## config.mk

```make
export PLATFORM = sky130hd
export DESIGN_NAME = wb_cfg_master_flat
export DESIGN_NICKNAME = d
export VERILOG_FILES = /design/src/rtl/wb_cfg_pkg.sv /design/src/rtl/wb_cfg_master_if.sv /design/src/rtl/wb_cfg_master.sv /design/src/flat_wrapper.sv
export SDC_FILE = /design/constraint.sdc
export NUM_CORES = 1
export LEC_CHECK = 0
export BUFFER_PORTS_ARGS = -buffer_cell sky130_fd_sc_hd__buf_2
export CAP_MARGIN = 20
export CORE_MARGIN = 3
export CORE_UTILIZATION = 50
export DETAILED_ROUTE_END_ITERATION = 16
export GPL_TIMING_DRIVEN = 0
export PLACE_DENSITY = 0.79
export SLEW_MARGIN = 30
export SYNTH_ARGS = -nofsm -noshare
export SYNTH_HDL_FRONTEND = slang
export SYNTH_SLANG_ARGS = --single-unit
```

## constraint.sdc

```tcl
create_clock -name clk_i -period 4 [get_ports clk_i]
set_input_delay 0.6 -clock clk_i [delete_from_list [all_inputs] [get_ports clk_i]]
set_output_delay 0.6 -clock clk_i [all_outputs]
set_load 0.02 [all_outputs]
```

## src/rtl/wb_cfg_pkg.sv

```systemverilog
// Shared types and helpers for the Wishbone config initiator.
package wb_cfg_pkg;

  localparam int unsigned WB_ADDR_W_DEF = 22;
  localparam int unsigned WB_DATA_W_DEF = 32;

  typedef enum logic [2:0] {
    ST_INIT_REQ,
    ST_INIT_BUS,
    ST_IDLE,
    ST_BUS,
    ST_RESP
  } state_e;

  // Counter width able to hold values 0..max_val (timeout and init index counters).
  function automatic int unsigned cnt_width(input int unsigned max_val);
    return (max_val < 1) ? 1 : $clog2(max_val + 1);
  endfunction

endpackage

```

## src/rtl/wb_cfg_master_if.sv

```systemverilog
// Command/response channel plus Wishbone master signals for wb_cfg_master.
interface wb_cfg_master_if #(
  parameter int unsigned AW = 22,
  parameter int unsigned DW = 32
);
  logic          cmd_valid_i;
  logic          cmd_ready_o;
  logic          cmd_we_i;
  logic [AW-1:0] cmd_adr_i;
  logic [DW-1:0] cmd_dat_i;
  logic          rsp_valid_o;
  logic          rsp_ready_i;
  logic [DW-1:0] rsp_dat_o;
  logic          rsp_err_o;
  logic          init_done_o;
  logic          wb_cyc_o;
  logic          wb_stb_o;
  logic          wb_we_o;
  logic [AW-1:0] wb_adr_o;
  logic [DW-1:0] wb_dat_o;
  logic          wb_ack_i;
  logic [DW-1:0] wb_dat_i;

  modport master (
    input  cmd_valid_i, cmd_we_i, cmd_adr_i, cmd_dat_i, rsp_ready_i, wb_ack_i, wb_dat_i,
    output cmd_ready_o, rsp_valid_o, rsp_dat_o, rsp_err_o, init_done_o,
           wb_cyc_o, wb_stb_o, wb_we_o, wb_adr_o, wb_dat_o
  );

  modport slave (
    output cmd_valid_i, cmd_we_i, cmd_adr_i, cmd_dat_i, rsp_ready_i, wb_ack_i, wb_dat_i,
    input  cmd_ready_o, rsp_valid_o, rsp_dat_o, rsp_err_o, init_done_o,
           wb_cyc_o, wb_stb_o, wb_we_o, wb_adr_o, wb_dat_o
  );
endinterface

```

## src/rtl/wb_cfg_master.sv

```systemverilog
// Wishbone initiator: boot-time table fill, then single read/write commands
// with ACK timeout, returned on a valid/ready response channel.
module wb_cfg_master
  import wb_cfg_pkg::*;
#(
  parameter int unsigned WB_ADDR_WIDTH  = WB_ADDR_W_DEF,
  parameter int unsigned WB_DATA_WIDTH  = WB_DATA_W_DEF,
  parameter bit          INIT_EN        = 1'b1,
  parameter int unsigned INIT_COUNT     = 8,
  parameter int unsigned INIT_VALUE     = 128,
  parameter int unsigned TIMEOUT_CYCLES = 255
) (
  input logic            clk_i,
  input logic            rst_i,
  wb_cfg_master_if.master bus
);

  localparam int unsigned TMO_W = cnt_width(TIMEOUT_CYCLES);
  localparam int unsigned IDX_W = cnt_width(INIT_COUNT);
  localparam logic [TMO_W-1:0] TMO_LAST = TMO_W'(TIMEOUT_CYCLES - 1);
  localparam logic [IDX_W-1:0] IDX_LAST = IDX_W'(INIT_COUNT - 1);
  localparam logic [WB_DATA_WIDTH-1:0] INIT_WORD = WB_DATA_WIDTH'(INIT_VALUE);
  localparam state_e RST_STATE = INIT_EN ? ST_INIT_REQ : ST_IDLE;

  state_e           state;
  logic [TMO_W-1:0] tmo_cnt;
  logic [IDX_W-1:0] init_idx;
  logic             ack_c;
  logic             tmo_c;

  // ACK only counts while a cycle is open; stray ACKs are dropped here.
  assign ack_c = bus.wb_cyc_o && bus.wb_ack_i;
  assign tmo_c = (tmo_cnt == TMO_LAST);

  always_ff @(posedge clk_i) begin
    if (rst_i) begin
      state           <= RST_STATE;
      tmo_cnt         <= '0;
      init_idx        <= '0;
      bus.cmd_ready_o <= 1'b0;
      bus.rsp_valid_o <= 1'b0;
      bus.rsp_dat_o   <= '0;
      bus.rsp_err_o   <= 1'b0;
      bus.init_done_o <= 1'b0;
      bus.wb_cyc_o    <= 1'b0;
      bus.wb_stb_o    <= 1'b0;
      bus.wb_we_o     <= 1'b0;
      bus.wb_adr_o    <= '0;
      bus.wb_dat_o    <= '0;
    end else begin
      case (state)
        // CYC is low during this state, giving the slave a gap to re-arm its ACK.
        ST_INIT_REQ: begin
          bus.wb_cyc_o <= 1'b1;
          bus.wb_stb_o <= 1'b1;
          bus.wb_we_o  <= 1'b1;
          bus.wb_adr_o <= WB_ADDR_WIDTH'(init_idx);
          bus.wb_dat_o <= INIT_WORD << init_idx;
          tmo_cnt      <= '0;
          state        <= ST_INIT_BUS;
        end

        // A timed-out init write is simply skipped.
        ST_INIT_BUS: begin
          if (ack_c || tmo_c) begin
            bus.wb_cyc_o <= 1'b0;
            bus.wb_stb_o <= 1'b0;
            tmo_cnt      <= '0;
            if (init_idx == IDX_LAST) begin
              bus.init_done_o <= 1'b1;
              bus.cmd_ready_o <= 1'b1;
              state           <= ST_IDLE;
            end else begin
              init_idx <= init_idx + IDX_W'(1);
              state    <= ST_INIT_REQ;
            end
          end else begin
            tmo_cnt <= tmo_cnt + TMO_W'(1);
          end
        end

        ST_IDLE: begin
          bus.init_done_o <= 1'b1;
          if (bus.cmd_valid_i && bus.cmd_ready_o) begin
            bus.cmd_ready_o <= 1'b0;
            bus.wb_we_o     <= bus.cmd_we_i;
            bus.wb_adr_o    <= bus.cmd_adr_i;
            bus.wb_dat_o    <= bus.cmd_dat_i;
            state           <= ST_BUS;
          end else begin
            bus.cmd_ready_o <= 1'b1;
          end
        end

        // First BUS cycle opens the Wishbone cycle one edge after the accept.
        ST_BUS: begin
          if (!bus.wb_cyc_o) begin
            bus.wb_cyc_o <= 1'b1;
            bus.wb_stb_o <= 1'b1;
            tmo_cnt      <= '0;
          end else if (ack_c) begin
            bus.wb_cyc_o    <= 1'b0;
            bus.wb_stb_o    <= 1'b0;
            bus.rsp_valid_o <= 1'b1;
            bus.rsp_err_o   <= 1'b0;
            bus.rsp_dat_o   <= bus.wb_we_o ? '0 : bus.wb_dat_i;
            tmo_cnt         <= '0;
            state           <= ST_RESP;
          end else if (tmo_c) begin
            bus.wb_cyc_o    <= 1'b0;
            bus.wb_stb_o    <= 1'b0;
            bus.rsp_valid_o <= 1'b1;
            bus.rsp_err_o   <= 1'b1;
            bus.rsp_dat_o   <= '0;
            tmo_cnt         <= '0;
            state           <= ST_RESP;
          end else begin
            tmo_cnt <= tmo_cnt + TMO_W'(1);
          end
        end

        ST_RESP: begin
          if (bus.rsp_ready_i) begin
            bus.rsp_valid_o <= 1'b0;
            bus.cmd_ready_o <= 1'b1;
            state           <= ST_IDLE;
          end
        end

        default: state <= RST_STATE;
      endcase
    end
  end

endmodule
```

## src/flat_wrapper.sv

```systemverilog
// flat-port wrapper written by rule: the top's interface ports become plain ports
module wb_cfg_master_flat import wb_cfg_pkg::*;
#(
  parameter int unsigned WB_ADDR_WIDTH  = WB_ADDR_W_DEF,
  parameter int unsigned WB_DATA_WIDTH  = WB_DATA_W_DEF,
  parameter bit          INIT_EN        = 1'b1,
  parameter int unsigned INIT_COUNT     = 8,
  parameter int unsigned INIT_VALUE     = 128,
  parameter int unsigned TIMEOUT_CYCLES = 255
)
  (clk_i, rst_i, bus_cmd_valid_i, bus_cmd_we_i, bus_cmd_adr_i, bus_cmd_dat_i, bus_rsp_ready_i, bus_wb_ack_i, bus_wb_dat_i, bus_cmd_ready_o, bus_rsp_valid_o, bus_rsp_dat_o, bus_rsp_err_o, bus_init_done_o, bus_wb_cyc_o, bus_wb_stb_o, bus_wb_we_o, bus_wb_adr_o, bus_wb_dat_o);
  wb_cfg_master_if bus_i ();
  input logic clk_i;
  input logic rst_i;
  input wire logic [$bits(bus_i.cmd_valid_i)-1:0] bus_cmd_valid_i;
  input wire logic [$bits(bus_i.cmd_we_i)-1:0] bus_cmd_we_i;
  input wire logic [$bits(bus_i.cmd_adr_i)-1:0] bus_cmd_adr_i;
  input wire logic [$bits(bus_i.cmd_dat_i)-1:0] bus_cmd_dat_i;
  input wire logic [$bits(bus_i.rsp_ready_i)-1:0] bus_rsp_ready_i;
  input wire logic [$bits(bus_i.wb_ack_i)-1:0] bus_wb_ack_i;
  input wire logic [$bits(bus_i.wb_dat_i)-1:0] bus_wb_dat_i;
  output wire logic [$bits(bus_i.cmd_ready_o)-1:0] bus_cmd_ready_o;
  output wire logic [$bits(bus_i.rsp_valid_o)-1:0] bus_rsp_valid_o;
  output wire logic [$bits(bus_i.rsp_dat_o)-1:0] bus_rsp_dat_o;
  output wire logic [$bits(bus_i.rsp_err_o)-1:0] bus_rsp_err_o;
  output wire logic [$bits(bus_i.init_done_o)-1:0] bus_init_done_o;
  output wire logic [$bits(bus_i.wb_cyc_o)-1:0] bus_wb_cyc_o;
  output wire logic [$bits(bus_i.wb_stb_o)-1:0] bus_wb_stb_o;
  output wire logic [$bits(bus_i.wb_we_o)-1:0] bus_wb_we_o;
  output wire logic [$bits(bus_i.wb_adr_o)-1:0] bus_wb_adr_o;
  output wire logic [$bits(bus_i.wb_dat_o)-1:0] bus_wb_dat_o;
  assign bus_i.cmd_valid_i = bus_cmd_valid_i;
  assign bus_i.cmd_we_i = bus_cmd_we_i;
  assign bus_i.cmd_adr_i = bus_cmd_adr_i;
  assign bus_i.cmd_dat_i = bus_cmd_dat_i;
  assign bus_i.rsp_ready_i = bus_rsp_ready_i;
  assign bus_i.wb_ack_i = bus_wb_ack_i;
  assign bus_i.wb_dat_i = bus_wb_dat_i;
  assign bus_cmd_ready_o = bus_i.cmd_ready_o;
  assign bus_rsp_valid_o = bus_i.rsp_valid_o;
  assign bus_rsp_dat_o = bus_i.rsp_dat_o;
  assign bus_rsp_err_o = bus_i.rsp_err_o;
  assign bus_init_done_o = bus_i.init_done_o;
  assign bus_wb_cyc_o = bus_i.wb_cyc_o;
  assign bus_wb_stb_o = bus_i.wb_stb_o;
  assign bus_wb_we_o = bus_i.wb_we_o;
  assign bus_wb_adr_o = bus_i.wb_adr_o;
  assign bus_wb_dat_o = bus_i.wb_dat_o;
  wb_cfg_master #(.WB_ADDR_WIDTH(WB_ADDR_WIDTH), .WB_DATA_WIDTH(WB_DATA_WIDTH), .INIT_EN(INIT_EN), .INIT_COUNT(INIT_COUNT), .INIT_VALUE(INIT_VALUE), .TIMEOUT_CYCLES(TIMEOUT_CYCLES)) u_core (.clk_i(clk_i), .rst_i(rst_i), .bus(bus_i));
endmodule
```

==> run_results.csv <==
group,metric,value,unit
clock_network,cts_root_buffer,"clkbuf_8",
power_and_ir_drop,power.ir.vdd_worst,0.235,mV
place,dpl.hpwl,9.65,mm
route,number_of_design_rule_violations_left_by_the_first_detailed_router_iteration,226,
sta,maxSlewViolCount,0,
route,avgViaCountPerCell,5.32,
power_and_ir_drop,total_power,1.97,mW
critical_path,arr_time_crit_path,2.18,ns
global_route,grt_start_max_net_pins,20,
route,route.layer.met1.wl,5.01,mm
place,detailed_place.area,0.00608,mm²
outcome,status,"complete, no violations",
layout,design.final.nets,815,
synth,synth.ff_latch_count,108,
min_path,min_path_type,"primary input to flip-flop",
layout,layout-area-overhead-vs-synth,25.3,%
die,core_area,0.00946,mm²
sta,finalHoldViolations,0,
route,antenna_left,0,
die,vertical_die_dimension,106,µm
route,vias,4517,
synth,dominant_cells_by_area_after_synthesis,"dfxtp_1 43%, a22oi_2 7.3%, mux2i_1 6.6%",
clock_network,cts_num_sinks,108,
sta,min_period,1.88,ns
clock_network,post_cts_resize_count,0,
route,routed-wl-met3,1.13,mm
sta,final-setup-viol-count,0,
layout,final_core_utilization,66.2,%
die,ios,185,
place,pre_cts_slack,1.79,ns
die,floorplan_row_count,35,
layout,postLayoutCellArea,0.00626,mm²
synth,synth_flop_cell,"dfxtp_1",
power_and_ir_drop,cell_area_power_density,314,mW/mm²
synth,cell_area_synth,0.00500,mm²
clock_network,cts.reportedPaths.clkPinSlew,0.11,ns
place,gpl.final_weighted_congestion,0.842,
sta,worst_slew_pin_slew,0.660,ns
synth,postSynthNetCount,620,
clock_network,cts-buffers-inserted,9,
route,drt-pass1-iter-count,4,
power_and_ir_drop,static_leakage,2.89,nW
sta,clock-skew-final,0.0157,ns
global_route,initial_antenna_violation_count,0,
route,met2WireLength,5.90,mm
sta,final_critical_path_setup_slack,2.12,ns
critical_path,criticalPathCategory,"flip-flop to flip-flop",
route,routed_wl,12.4,mm
critical_path,category_of_the_worst_setup_path_launch_point,"flip-flop",
synth,synth_cells,520,
global_route,grt_remaining_overflow,0,
clock_network,insertion_delay,0.38,ns
sta,hold_ws,0.448,ns
layout,insertedDiodeCount,0,
synth,synthDominantCellAreaShare,43.3,%
sta,worst_slew_margin_rel,56.0,%
clock_network,tritoncts,"yes",
synth,synth_top_area_cell,"dfxtp_1",
sta,maximum_clock_frequency,533,MHz
clock_network,postCtsSetupBuffers,0,
place,placed_cells,833,
layout,layout.filler_cells,785,
route,detail_route.wl_per_cell,14.6,µm
critical_path,timing.critical_path.required,4.30,ns
die,die_outline_area,0.0112,mm²
layout,final_layout_size_suffix_gt1_share,41.4,%
clock_network,hold_buffers,0,
place,io_buffers,184,
run,cap_viol_max_count,0,
route,drc,0,
die,starting_density_of_the_core,52.8,%
critical_path,end_kind,"flip-flop",
synth,synth-warning-count,0,
sta,tns,0,ns
die,chipWidth,106,µm
clock_network,cts-htree-levels,3,
synth,post_synth_num_cell_types,58,
synth,synthesized_area_per_cell,9.61,µm²
synth,number_of_enable_type_register_cells_in_the_synthesized_netlist,0,
synth,ffs_w_async_s_r_synth,0,%
sta,rsz0062_at_grt,"false",
sta,min_period_over_period,46.9,%
global_route,grt_first_pass_wirelength,20.5,mm
route,uppermost_routed_layer,"met4",
global_route,number_of_global_route_vias_before_repair,4471,
layout,final-instance-count-excl-fill,849,
clock_network,clock_path_buffers,2,
synth,synth_sequential_area_ratio,43.3,%
global_route,globalRouteTotalUtil,22.1,%
critical_path,largest_fanout_of_any_net_on_the_critical_path,10,
synthesized netlist by cell type, types with 2 or more instances:
master / n
dfxtp_1: 108
nand2_1: 66
nor2_1: 39
nand2b_1: 36
mux2i_1: 33
a22oi_2: 29
nor2_2: 29
a311oi_1: 21
clkbuf_1: 13
buf_2: 12
inv_1: 11
nand3_1: 11
nand4_1: 10
buf_4: 9
ha_1: 8
a21oi_1: 7
a211oi_1: 5
a22oi_1: 5
a31oi_1: 5
a21o_1: 4
o21ai_0: 4
and3_1: 3
buf_12: 3
buf_6: 3
nor3_1: 3
nor4_1: 3
o32ai_1: 3
or3_1: 3
a22o_1: 2
nor3_2: 2
nor3b_2: 2
o21a_1: 2
placed cells by master (no fill, tap or decap), types with 4 or more instances in the layout:
master,n
a22oi_1,5
a311oi_1,21
clkbuf_1,14
nor2_1,39
a21o_1,4
o21ai_0,4
mux2i_1,33
nand3_1,11
nand2b_1,36
inv_1,11
a211oi_1,5
a22oi_2,29
a31oi_1,5
nand4_1,10
a21oi_1,7
nor2_2,29
nand2_1,66
dfxtp_1,108
ha_1,8
clkbuf_8,9
buf_4,9
buf_2,196
power by group:
group	internal (mW)	switching [mW]	total, mW
Combinational	0.0909	0.132	0.223
Clock	0.240	0.395	0.636
Sequential	1.09	0.0123	1.11
Total	1.43	0.539	1.97
state kept, by name, indices dropped and copies added (netlist names):
register,count
u_core.bus.rsp_dat_o,32
u_core.bus.wb_dat_o,32
u_core.bus.wb_adr_o,22
u_core.tmo_cnt,8
u_core.init_idx,4
u_core.state,3
u_core.bus.cmd_ready_o,1
u_core.bus.init_done_o,1
u_core.bus.rsp_err_o,1
u_core.bus.rsp_valid_o,1
u_core.bus.wb_cyc_o,1
u_core.bus.wb_stb_o,1
u_core.bus.wb_we_o,1
critical path, cell delays in order, from the launching register on:
cell      delay [ns]
dfxtp_1         0.43
inv_1           0.07
ha_1            0.20
nand3_1         0.18
nor3_2          0.10
o211ai_2        0.34
buf_4           0.29
mux2i_1         0.21
metal layers:
layer,track usage [%],vias to the layer above
met5,0,-
met4,9.81,0
met3,6.50,29
met2,36.6,194
met1,26.6,2080
li1,-,2214
cell type report:
type                            instances  area [µm²]  area share [%]
Buffer                                 41         274            4.38
Multi-Input combinational cell        359        2510            40.2
Clock inverter                          6        56.3           0.899
Timing Repair Buffer                  184         921            14.7
Clock buffer                           10         128            2.04
Tap cell                              129         161            2.58
Sequential cell                       108        2160            34.5
Inverter                               12        45.0           0.719
kinds of logic (layout without fill, tap and decap cells):
logic type,count (synthesis),in the layout,synth area share (%)
AO/OA/AOI/OAI,97,97,18.3
buffers and inverters,53,253,6.39
XOR/XNOR,2,2,0.351
AND/OR/NAND/NOR,217,217,22.6
multiplexers,35,35,7.06
flip-flops,108,108,43.3
adder cells (fa/ha/maj),8,8,2.00
path summary, 6_finish.rpt:
| check | to | slack (ns) | depth (start not counted) | start |
|---|---|---|---|---|
| max | u_core.bus.rsp_dat_o[4] | 2.12 | 7 | u_core.tmo_cnt[0] |
| min | u_core.bus.rsp_dat_o[13] | 0.45 | 3 | bus_wb_dat_i[13] |
| max reg2reg | u_core.bus.rsp_dat_o[4] | 2.12 | 7 | u_core.tmo_cnt[0] |
| min reg2reg | u_core.bus.rsp_valid_o | 0.47 | 1 | u_core.bus.rsp_valid_o |
(Power assumes the default switching activity.)
